==> src/rtl/ula_arb_seq_if.sv <==
// Bus bundle for ula_arb_seq: two requester ports, the ULA operand/result
// path and the registered result/flag outputs.
// The arbiter connects through the slave modport; the environment (requesters
// and ULA) drives the other side through the master modport.
interface ula_arb_seq_if #(
  parameter int BITS = 16,
  parameter int OPW  = 5
);
  logic            REQ0;
  logic [BITS-1:0] A0;
  logic [BITS-1:0] B0;
  logic [OPW-1:0]  OP0;
  logic            ACK0;

  logic            REQ1;
  logic [BITS-1:0] A1;
  logic [BITS-1:0] B1;
  logic [OPW-1:0]  OP1;
  logic            ACK1;

  logic [BITS-1:0] ULA_A;
  logic [BITS-1:0] ULA_B;
  logic [OPW-1:0]  ULA_OP;
  logic [BITS-1:0] ULA_RESU;
  logic            ULA_O;
  logic            ULA_C;
  logic            ULA_S;
  logic            ULA_Z;

  logic [BITS-1:0] RESU;
  logic            O;
  logic            C;
  logic            S;
  logic            Z;
  logic            GNT;
  logic            BUSY;

  modport slave (
    input  REQ0, A0, B0, OP0, REQ1, A1, B1, OP1,
    input  ULA_RESU, ULA_O, ULA_C, ULA_S, ULA_Z,
    output ACK0, ACK1, ULA_A, ULA_B, ULA_OP,
    output RESU, O, C, S, Z, GNT, BUSY
  );

  modport master (
    output REQ0, A0, B0, OP0, REQ1, A1, B1, OP1,
    output ULA_RESU, ULA_O, ULA_C, ULA_S, ULA_Z,
    input  ACK0, ACK1, ULA_A, ULA_B, ULA_OP,
    input  RESU, O, C, S, Z, GNT, BUSY
  );
endinterface

==> src/rtl/ula_arb_seq.sv <==
// ula_arb_seq: shares one external combinational ULA between two requesters.
// IDLE picks a winner and latches its operands, EXEC gives the ULA a settle
// cycle and captures result/flags, DONE pulses the winner's ACK.
// Optional macro ULA_ARB_SEQ_FIXPRIO_EN: requester 0 always wins a tie
// (fixed priority). Without it, ties are resolved round robin.
module ula_arb_seq #(
  parameter int BITS = 16,
  parameter int OPW  = 5
) (
  input logic        CLK,
  input logic        RST,
  ula_arb_seq_if.slave bus
);

  typedef enum logic [1:0] {
    IDLE = 2'd0,
    EXEC = 2'd1,
    DONE = 2'd2
  } state_t;

  state_t          state;
  state_t          state_nxt;
  logic            grant;
  logic            winner;

  logic [BITS-1:0] ula_a_q;
  logic [BITS-1:0] ula_b_q;
  logic [OPW-1:0]  ula_op_q;
  logic [BITS-1:0] resu_q;
  logic            o_q;
  logic            c_q;
  logic            s_q;
  logic            z_q;
  logic            gnt_q;
  logic [1:0]      ack_q;

`ifndef ULA_ARB_SEQ_FIXPRIO_EN
  logic            last_q;
`endif

  // State register; reset aborts any operation in flight.
  always_ff @(posedge CLK or posedge RST) begin
    if (RST) begin
      state <= IDLE;
    end else begin
      state <= state_nxt;
    end
  end

  // Next state and winner selection; a grant only happens from IDLE.
  always_comb begin
    state_nxt = state;
    grant     = 1'b0;
    winner    = 1'b0;
    case (state)
      IDLE: begin
        if (bus.REQ0 || bus.REQ1) begin
          grant     = 1'b1;
          state_nxt = EXEC;
          if (bus.REQ0 && bus.REQ1) begin
`ifdef ULA_ARB_SEQ_FIXPRIO_EN
            winner = 1'b0;
`else
            winner = ~last_q;
`endif
          end else begin
            winner = bus.REQ1;
          end
        end
      end
      EXEC:    state_nxt = DONE;
      DONE:    state_nxt = IDLE;
      default: state_nxt = IDLE;
    endcase
  end

  // Operand/opcode latch to the ULA; sampled only on the grant edge and held
  // otherwise, so requesters may change their inputs after being granted.
  always_ff @(posedge CLK or posedge RST) begin
    if (RST) begin
      ula_a_q  <= '0;
      ula_b_q  <= '0;
      ula_op_q <= '0;
      gnt_q    <= 1'b0;
    end else if (grant) begin
      ula_a_q  <= winner ? bus.A1  : bus.A0;
      ula_b_q  <= winner ? bus.B1  : bus.B0;
      ula_op_q <= winner ? bus.OP1 : bus.OP0;
      gnt_q    <= winner;
    end
  end

`ifndef ULA_ARB_SEQ_FIXPRIO_EN
  // Round-robin memory; starts at 1 so requester 0 wins the first tie.
  always_ff @(posedge CLK or posedge RST) begin
    if (RST) begin
      last_q <= 1'b1;
    end else if (grant) begin
      last_q <= winner;
    end
  end
`endif

  // Result and flag capture at the end of the settle cycle; held elsewhere.
  always_ff @(posedge CLK or posedge RST) begin
    if (RST) begin
      resu_q <= '0;
      o_q    <= 1'b0;
      c_q    <= 1'b0;
      s_q    <= 1'b0;
      z_q    <= 1'b0;
    end else if (state == EXEC) begin
      resu_q <= bus.ULA_RESU;
      o_q    <= bus.ULA_O;
      c_q    <= bus.ULA_C;
      s_q    <= bus.ULA_S;
      z_q    <= bus.ULA_Z;
    end
  end

  // One-cycle ACK to the granted requester, valid while in DONE.
  always_ff @(posedge CLK or posedge RST) begin
    if (RST) begin
      ack_q <= 2'b00;
    end else if (state == EXEC) begin
      ack_q <= {gnt_q, ~gnt_q};
    end else begin
      ack_q <= 2'b00;
    end
  end

  assign bus.ULA_A  = ula_a_q;
  assign bus.ULA_B  = ula_b_q;
  assign bus.ULA_OP = ula_op_q;
  assign bus.RESU   = resu_q;
  assign bus.O      = o_q;
  assign bus.C      = c_q;
  assign bus.S      = s_q;
  assign bus.Z      = z_q;
  assign bus.GNT    = gnt_q;
  assign bus.ACK0   = ack_q[0];
  assign bus.ACK1   = ack_q[1];
  assign bus.BUSY   = (state != IDLE);

endmodule

==> src/flat_wrapper.sv <==
// flat-port wrapper written by rule: the top's interface ports become plain ports
module ula_arb_seq_flat 
#(
  parameter int BITS = 16,
  parameter int OPW  = 5
)
  (CLK, RST, bus_REQ0, bus_A0, bus_B0, bus_OP0, bus_REQ1, bus_A1, bus_B1, bus_OP1, bus_ULA_RESU, bus_ULA_O, bus_ULA_C, bus_ULA_S, bus_ULA_Z, bus_ACK0, bus_ACK1, bus_ULA_A, bus_ULA_B, bus_ULA_OP, bus_RESU, bus_O, bus_C, bus_S, bus_Z, bus_GNT, bus_BUSY);
  ula_arb_seq_if #(.BITS(BITS), .OPW(OPW)) bus_i ();
  input logic CLK;
  input logic RST;
  input wire logic [$bits(bus_i.REQ0)-1:0] bus_REQ0;
  input wire logic [$bits(bus_i.A0)-1:0] bus_A0;
  input wire logic [$bits(bus_i.B0)-1:0] bus_B0;
  input wire logic [$bits(bus_i.OP0)-1:0] bus_OP0;
  input wire logic [$bits(bus_i.REQ1)-1:0] bus_REQ1;
  input wire logic [$bits(bus_i.A1)-1:0] bus_A1;
  input wire logic [$bits(bus_i.B1)-1:0] bus_B1;
  input wire logic [$bits(bus_i.OP1)-1:0] bus_OP1;
  input wire logic [$bits(bus_i.ULA_RESU)-1:0] bus_ULA_RESU;
  input wire logic [$bits(bus_i.ULA_O)-1:0] bus_ULA_O;
  input wire logic [$bits(bus_i.ULA_C)-1:0] bus_ULA_C;
  input wire logic [$bits(bus_i.ULA_S)-1:0] bus_ULA_S;
  input wire logic [$bits(bus_i.ULA_Z)-1:0] bus_ULA_Z;
  output wire logic [$bits(bus_i.ACK0)-1:0] bus_ACK0;
  output wire logic [$bits(bus_i.ACK1)-1:0] bus_ACK1;
  output wire logic [$bits(bus_i.ULA_A)-1:0] bus_ULA_A;
  output wire logic [$bits(bus_i.ULA_B)-1:0] bus_ULA_B;
  output wire logic [$bits(bus_i.ULA_OP)-1:0] bus_ULA_OP;
  output wire logic [$bits(bus_i.RESU)-1:0] bus_RESU;
  output wire logic [$bits(bus_i.O)-1:0] bus_O;
  output wire logic [$bits(bus_i.C)-1:0] bus_C;
  output wire logic [$bits(bus_i.S)-1:0] bus_S;
  output wire logic [$bits(bus_i.Z)-1:0] bus_Z;
  output wire logic [$bits(bus_i.GNT)-1:0] bus_GNT;
  output wire logic [$bits(bus_i.BUSY)-1:0] bus_BUSY;
  assign bus_i.REQ0 = bus_REQ0;
  assign bus_i.A0 = bus_A0;
  assign bus_i.B0 = bus_B0;
  assign bus_i.OP0 = bus_OP0;
  assign bus_i.REQ1 = bus_REQ1;
  assign bus_i.A1 = bus_A1;
  assign bus_i.B1 = bus_B1;
  assign bus_i.OP1 = bus_OP1;
  assign bus_i.ULA_RESU = bus_ULA_RESU;
  assign bus_i.ULA_O = bus_ULA_O;
  assign bus_i.ULA_C = bus_ULA_C;
  assign bus_i.ULA_S = bus_ULA_S;
  assign bus_i.ULA_Z = bus_ULA_Z;
  assign bus_ACK0 = bus_i.ACK0;
  assign bus_ACK1 = bus_i.ACK1;
  assign bus_ULA_A = bus_i.ULA_A;
  assign bus_ULA_B = bus_i.ULA_B;
  assign bus_ULA_OP = bus_i.ULA_OP;
  assign bus_RESU = bus_i.RESU;
  assign bus_O = bus_i.O;
  assign bus_C = bus_i.C;
  assign bus_S = bus_i.S;
  assign bus_Z = bus_i.Z;
  assign bus_GNT = bus_i.GNT;
  assign bus_BUSY = bus_i.BUSY;
  ula_arb_seq #(.BITS(BITS), .OPW(OPW)) u_core (.CLK(CLK), .RST(RST), .bus(bus_i));
endmodule
==> config.mk <==
export PLATFORM = sky130hd
export DESIGN_NAME = ula_arb_seq_flat
export DESIGN_NICKNAME = d
export VERILOG_FILES = /design/src/rtl/ula_arb_seq_if.sv /design/src/rtl/ula_arb_seq.sv /design/src/flat_wrapper.sv
export SDC_FILE = /design/constraint.sdc
export NUM_CORES = 1
export LEC_CHECK = 0
export BUFFER_PORTS_ARGS = -buffer_cell sky130_fd_sc_hd__buf_4
export CAP_MARGIN = 5
export CORE_MARGIN = 1.5
export CORE_UTILIZATION = 40
export DETAILED_ROUTE_END_ITERATION = 8
export HOLD_SLACK_MARGIN = 0.02
export MAX_ROUTING_LAYER = met4
export PLACE_DENSITY = 0.77
export SLEW_MARGIN = 0
export SYNTH_ARGS = -nofsm -noshare
export SYNTH_HDL_FRONTEND = slang
export SYNTH_SLANG_ARGS = --single-unit
==> constraint.sdc <==
create_clock -name CLK -period 1.9 [get_ports CLK]
set_input_delay 0 -clock CLK [delete_from_list [all_inputs] [get_ports CLK]]
set_output_delay 0 -clock CLK [all_outputs]
set_load 0.05 [all_outputs]
==> flow_metrics.tcl, run 1 <==
set metrics [dict create \
    run_status "finished clean" \
    grt_antenna_before_repair 0 \
    worstPathArrival_ns 2.04 \
    post_layout_minimum_cycle_time_ns 1.84 \
    num_antenna_cells 0 \
    cts_buffer_depth 2 \
    io-pin-count 159 \
    ant_nets 0 \
    synth_area_leaders "sky130_fd_sc_hd__dfrtp_1, sky130_fd_sc_hd__o221a_1, sky130_fd_sc_hd__nand4b_1" \
    timing.final.ws_setup_ns 0.0650 \
    clock_power_share 0.134 \
    critical_path.endpoint "u_core.bus.ULA_B[9]$_DFFE_PP0P_" \
    pwr-share-comb 0.613 \
    drc 0 \
    synthesis.area_um2 2750 \
    netlist.area_leader.share 0.565 \
    finish.instance_area_um2 5100 \
    clkSinkCount 63 \
    tritoncts.num_buffers 9 \
    global_route.usage.total 0.247 \
    r2r-start "u_core.last_q$_DFFE_PP1P_" \
    synth_enable_flop_cells 0 \
    first_global_vias 2893 \
    p_switching_w 0.00453 \
    portBuffers 158 \
    internal_power_w 0.00500 \
    drt-total-wl_um 8910 \
    grt_overflow 0 \
    timing.final.max_slew_violations 0 \
    initial_utilization 0.409 \
    critical_path.cell_chain "nand2b_4 > nand3_4 > buf_12 > o221a_1 > dlygate4sd3_1" \
    async_sr_flop_fraction 1.00 \
    synth.net_count 334 \
    r2r_slack_ns 0.06 \
    timing.critical_path.slowest_cell_delay_ns 0.56 \
    worst_slew_margin_rel 0.649 \
    synth.largest_area_cell "sky130_fd_sc_hd__dfrtp_1" \
    max_freq_mhz 545 \
    cp_data_required_time_ns 2.10 \
    endpoint_kind "flop" \
    clock_pin_slew_worst_setup_and_hold_paths_ns 0.06 \
    final.setup_skew_ns 0.00738 \
    post-route-period-util 0.966 \
    hold_path.class "in -> reg" \
    final_setup_vio_count 0 \
    coreArea_um2 6720 \
    crit_slowest_cell "sky130_fd_sc_hd__dlygate4sd3_1" \
    worst_slew_pin_slew_ns 0.526 \
    place_congestion 0.753 \
    cts_htree_levels 3 \
    grt_first_pass_wirelength_um 13500 \
    area_growth_pct 85.6 \
    maximum_vdd_drop_mv 0.934 \
    report.final.hold_viol_count 0 \
    cell_area_power_density_nw_per_um2 1870 \
    dpl-instance-area_um2 4020 \
    syn_inst 236 \
    yosysWarnings 0 \
    critical_path.reg2reg.endpoint "u_core.bus.ULA_B[9]$_DFFE_PP0P_" \
    dominantRegCellSynth "sky130_fd_sc_hd__dfrtp_1" \
    design.die.area_um2 7370 \
    ys_seq_elements 63 \
    drt-initial-drc-count 112 \
    postSynthAreaPerCell_um2 11.6 \
    synthMostInstantiatedCell "sky130_fd_sc_hd__dfrtp_1" \
    place.detailed.hpwl_um 5650 \
    timing.critical_path.from "u_core.last_q$_DFFE_PP1P_" \
    clock_latency_at_the_later_pin_of_the_worst_skew_pair_ns 0.32 \
    net_switching_share_of_the_total_power 0.475 \
    wl_per_cell_um 16.0 \
    drive_above_1_share 0.412 \
    cp-start-kind "flop" \
    die-width_um 85.8 \
    finish.net_count 569 \
    yosysSeqAreaShare 0.575 \
    leakagePower_nw 2.37 \
    tritoncts "built" \
    clock-root-buffer "sky130_fd_sc_hd__clkbuf_8" \
    reg2reg_depth 5 \
    worstSetupPathType "reg -> reg" \
    post_drt_via_cell_ratio 5.24 \
    std_cell_rows 30 \
    drv_cap 0 \
    die_h_um 85.8 \
    netlist-cell-type-count 21 \
    synth_top_cells_by_count "sky130_fd_sc_hd__dfrtp_1, sky130_fd_sc_hd__nand2_1, sky130_fd_sc_hd__nand4b_1, sky130_fd_sc_hd__o221a_1, sky130_fd_sc_hd__buf_2" \
    drt_pass1_iterations 4 \
    post-place-ws_ns 0.580 \
    pin_count_of_the_biggest_net_entering_global_routing 28 \
    via_count 2916 \
    crit_path_max_fanout 10 \
    seq_power_share 0.253 \
    layout.core_utilization 0.758 \
]
==> flip-flops by register name, summed over array words and instances, names as in the netlist <==
signal,count
u_core.bus.RESU,16
u_core.bus.ULA_A,16
u_core.bus.ULA_B,16
u_core.bus.ULA_OP,5
u_core.ack_q,2
u_core.state,2
u_core.bus.C,1
u_core.bus.GNT,1
u_core.bus.O,1
u_core.bus.S,1
u_core.bus.Z,1
u_core.last_q,1
==> power groups by stage <==
| stage | registers (W) | logic [W] | clock network, W |
|---|---|---|---|
| after CTS | 0.00241 | 0.00557 | 0.00131 |
| after detailed placement | 0.00241 | 0.00524 | 0 |
| after global placement | 0.00241 | 0.00513 | 0 |
| final | 0.00241 | 0.00585 | 0.00128 |
| after floorplan | 0.00450 | 0.00154 | 0 |
| after global routing | 0.00249 | 0.00615 | 0.00139 |
==> routing by layer <==
metal / track usage / vias to the layer above / routed length (um)
met5: - / - / 0
met4: 0.109 / 0 / 216
met3: 0.0520 / 25 / 706
met2: 0.419 / 163 / 4560
met1: 0.283 / 1371 / 3430
li1: - / 1357 / -
==> critical path, delay by kind of cell, from the launching register on <==
family,cells,cell delay (ns)
AOI/OAI and AO/OA,1,0.22
and+or+nand+nor,2,0.22
buffers and inverters,2,0.72
DFF,1,0.55
==> kinds of logic after synthesis <==
group / synth area share
simple gates: 0.218
buf+inv: 0.0465
compound gates: 0.160
flops: 0.575
==> how the worst min path moves through the flow <==
stage | startpoint | endpoint | slack [ns] | depth (start not counted)
6_report | bus_A1[15] | u_core.bus.ULA_A[15]$_DFFE_PP0P_ | 0.03 | 3
2_1_floorplan | bus_REQ0 | u_core.last_q$_DFFE_PP1P_ | 0.06 | 1
3_3_place_gp | RST | u_core.bus.C$_DFFE_PP0N_ | 0.07 | 2
3_5_place_dp | RST | u_core.bus.C$_DFFE_PP0N_ | 0.08 | 2
4_1_cts | bus_OP1[2] | u_core.bus.ULA_OP[2]$_DFFE_PP0P_ | 0.02 | 3
5_1_grt | bus_A1[8] | u_core.bus.ULA_A[8]$_DFFE_PP0P_ | 0.02 | 3
==> layout make-up <==
| class | instances | area (um2) |
|---|---|---|
| timing repair buffer | 247 | 2120 |
| fill | 448 | 1620 |
| tap | 80 | 100 |
| sequential | 63 | 1580 |
| multi-input combinational | 146 | 1050 |
| inverter | 4 | 15.0 |
| clock inverter | 3 | 65.1 |
| clock buffer | 13 | 159 |
==> stage by stage <==
| stage | setup TNS, ns | instances | hold WS, ns | power, W |
|---|---|---|---|---|
| final | 0 | 556 | 0.0306 | 0.00954 |
| after global routing | -0.00551 | 556 | 0.0201 | 0.0100 |
| after CTS | 0 | 551 | 0.0203 | 0.00929 |
| after detailed placement | 0 | 463 | 0.0750 | 0.00765 |
| after global placement | 0 | 463 | 0.0656 | 0.00755 |
| after floorplan | 0 | 236 | 0.0630 | 0.00604 |
==> placed cells by master (no fill, tap or decap), types with 2 or more instances in the layout <==
| master | count |
|---|---|
| sky130_fd_sc_hd__buf_12 | 4 |
| sky130_fd_sc_hd__buf_4 | 168 |
| sky130_fd_sc_hd__buf_6 | 2 |
| sky130_fd_sc_hd__bufinv_16 | 2 |
| sky130_fd_sc_hd__clkbuf_1 | 2 |
| sky130_fd_sc_hd__clkbuf_16 | 2 |
| sky130_fd_sc_hd__clkbuf_8 | 11 |
| sky130_fd_sc_hd__dfrtp_1 | 62 |
| sky130_fd_sc_hd__dlygate4sd3_1 | 71 |
| sky130_fd_sc_hd__inv_1 | 2 |
| sky130_fd_sc_hd__inv_2 | 2 |
| sky130_fd_sc_hd__nand2_1 | 61 |
| sky130_fd_sc_hd__nand4b_1 | 37 |
| sky130_fd_sc_hd__nor2_1 | 2 |
| sky130_fd_sc_hd__o221a_1 | 37 |
==> what timing repair did <==
action | in CTS | in global routing
setup endpoints to repair | 0 | 13
hold buffers | 72 | 0
buffers inserted | 0 | 4
hold endpoints to repair | 81 | 0
resized for setup | 0 | 13
(Power assumes the default switching activity.)
==> run 2: changes to the inputs <==
- CORE_MARGIN: 1.5 -> 8
==> run 2 against run 1 <==
Against the previous run:
- register-to-register slack worse by 0.04 ns
- critical endpoint unchanged
- highest routed layer unchanged
- cell count up 1.4%
- clock power about the same
- sequential power about the same
- non-clock buffer count up 9
- setup slack worse by 0.041 ns
- utilization up 0.84 points
- first-iteration DRC count up 71%
- die area up 33%
- wire length up 15%
- critical path depth unchanged
- hold slack better by 0.0037 ns
==> flow_metrics.tcl, run 2 (synthesis gave the netlist of run 1 again) <==
set metrics [dict create \
    seq_power_share 0.248 \
    fill_cells 433 \
    first_global_vias 3239 \
    tritoncts.num_buffers 9 \
    cts_buffer_depth 2 \
    maximum_vdd_drop_mv 1.20 \
    finish.net_count 578 \
    place.detailed.hpwl_um 6500 \
    via_count 2947 \
    ant_nets 0 \
    timing.final.max_slew_violations 0 \
    grt_setup_unrepaired "true" \
    pwr-share-comb 0.624 \
    clock_pin_slew_worst_setup_and_hold_paths_ns 0.06 \
    design.die.area_um2 9770 \
    place_congestion 0.729 \
    net_switching_share_of_the_total_power 0.477 \
    drt-initial-drc-count 192 \
    crit_path_max_fanout 14 \
    p_switching_w 0.00466 \
    clock_latency_at_the_later_pin_of_the_worst_skew_pair_ns 0.33 \
    drive_above_1_share 0.397 \
    hold_path_end "u_core.bus.ULA_B[3]$_DFFE_PP0P_" \
    post_drt_via_cell_ratio 5.23 \
    cp-start-kind "flop" \
    clock_power_share 0.128 \
    cp_data_required_time_ns 2.11 \
    drc 0 \
    global_route.usage.total 0.216 \
    io-pin-count 159 \
    die_h_um 98.8 \
    worstPathArrival_ns 2.09 \
    initial_utilization 0.409 \
    drv_cap 0 \
    drt-total-wl_um 10200 \
    report.final.hold_viol_count 0 \
    std_cell_rows 30 \
    coreArea_um2 6720 \
    hold_path.class "in -> reg" \
    die-width_um 98.8 \
    leakagePower_nw 2.38 \
    worst_slew_margin_rel 0.688 \
    r2r-start "u_core.last_q$_DFFE_PP1P_" \
    cts_htree_levels 3 \
    portBuffers 158 \
    reg2reg_depth 5 \
    post_layout_minimum_cycle_time_ns 1.88 \
    area_growth_pct 87.7 \
    worstSetupPathType "reg -> reg" \
    routed_met2_length_um 4960 \
    highest-signal-layer "met4" \
    clkSinkCount 63 \
    wl_met1_um 4140 \
    cell_area_power_density_nw_per_um2 1890 \
    run_status "finished clean" \
    endpoint_kind "flop" \
    worst_slew_pin_slew_ns 0.467 \
    routed_length_on_met3_um 959 \
    final_setup_vio_count 0 \
    hold-worst-slack_ns 0.0343 \
    layout.core_utilization 0.767 \
    pin_count_of_the_biggest_net_entering_global_routing 43 \
    tritoncts "built" \
    clock-root-buffer "sky130_fd_sc_hd__clkbuf_8" \
    post-route-period-util 0.987 \
    mostFrequentLayoutCell "sky130_fd_sc_hd__buf_4" \
    grt_overflow 0 \
    hold_depth 3 \
    r2r_slack_ns 0.02 \
    wl_per_cell_um 18.1 \
    drt_pass1_iterations 4 \
    grt_antenna_before_repair 0 \
    critical_path.reg2reg.endpoint "u_core.bus.ULA_B[9]$_DFFE_PP0P_" \
    most-common-layout-cells "sky130_fd_sc_hd__buf_4, sky130_fd_sc_hd__dlygate4sd3_1, sky130_fd_sc_hd__dfrtp_1" \
    max_freq_mhz 533 \
    internal_power_w 0.00510 \
    num_antenna_cells 0 \
    final.setup_skew_ns 0.00540 \
    grt_first_pass_wirelength_um 16300 \
    min-delay-start "bus_B1[3]" \
]
run 2: final cells by class:
| type | instances | area, um2 | share of cell area |
|---|---|---|---|
| Clock buffer | 11 | 141 | 0.0274 |
| Clock inverter | 4 | 70.1 | 0.0136 |
| Inverter | 4 | 15.0 | 0.00291 |
| Multi-Input combinational cell | 146 | 1050 | 0.205 |
| Sequential cell | 63 | 1580 | 0.306 |
| Tap cell | 80 | 100 | 0.0194 |
| Timing Repair Buffer | 256 | 2190 | 0.426 |
run 2: layer usage:
layer / track usage / vias up
li1: - / 1368
met1: 0.241 / 1412
met2: 0.347 / 154
met3: 0.0782 / 13
met4: 0.0791 / 0
met5: - / -
run 2: power groups by stage:
stage | Combinational, W | Sequential, W | Clock, W
after CTS | 0.00589 | 0.00240 | 0.00127
after floorplan | 0.00154 | 0.00450 | 0
final | 0.00610 | 0.00242 | 0.00125
after global routing | 0.00642 | 0.00249 | 0.00133
after global placement | 0.00522 | 0.00240 | 0
after detailed placement | 0.00533 | 0.00240 | 0
run 2: worst max-delay path by stage:
stage / start / endpoint / slack (ns)
after floorplan: RST / u_core.ack_q[0]$_DFF_PP0_ / 0.33
after global placement: u_core.last_q$_DFFE_PP1P_ / u_core.bus.ULA_A[11]$_DFFE_PP0P_ / 0.60
after detailed placement: u_core.last_q$_DFFE_PP1P_ / u_core.bus.ULA_OP[2]$_DFFE_PP0P_ / 0.56
after CTS: u_core.last_q$_DFFE_PP1P_ / u_core.bus.ULA_A[11]$_DFFE_PP0P_ / 0.02
after global routing: u_core.state[0]$_DFFE_PP0P_ / u_core.bus.ULA_B[9]$_DFFE_PP0P_ / -0.06
final: u_core.last_q$_DFFE_PP1P_ / u_core.bus.ULA_B[9]$_DFFE_PP0P_ / 0.02
run 2: per-stage QoR:
| stage | worst slack, ns | TNS (ns) | area (um2) | cells | power, W |
|---|---|---|---|---|---|
| after floorplan | 0.332 | 0 | 2750 | 236 | 0.00604 |
| after global placement | 0.596 | 0 | 4010 | 462 | 0.00762 |
| after detailed placement | 0.560 | 0 | 4010 | 462 | 0.00773 |
| after CTS | 0.0219 | 0 | 5070 | 561 | 0.00957 |
| after global routing | -0.0650 | -0.808 | 5150 | 564 | 0.0102 |
| final | 0.0241 | 0 | 5150 | 564 | 0.00976 |
run 2: worst max-delay path: stages, from the launching register on:
cell and delay (ns):
sky130_fd_sc_hd__dfstp_2 0.54, sky130_fd_sc_hd__nand2b_4 0.13, sky130_fd_sc_hd__nand3_4 0.12, sky130_fd_sc_hd__buf_8 0.18, sky130_fd_sc_hd__o221a_1 0.23, sky130_fd_sc_hd__dlygate4sd3_1 0.56
run 2: timing repair:
item	CTS	global route
endpoints found under the hold margin	79	0
gates resized for setup	0	10
endpoints found under the setup margin	0	24
hold buffers	84	0
setup buffers	0	2
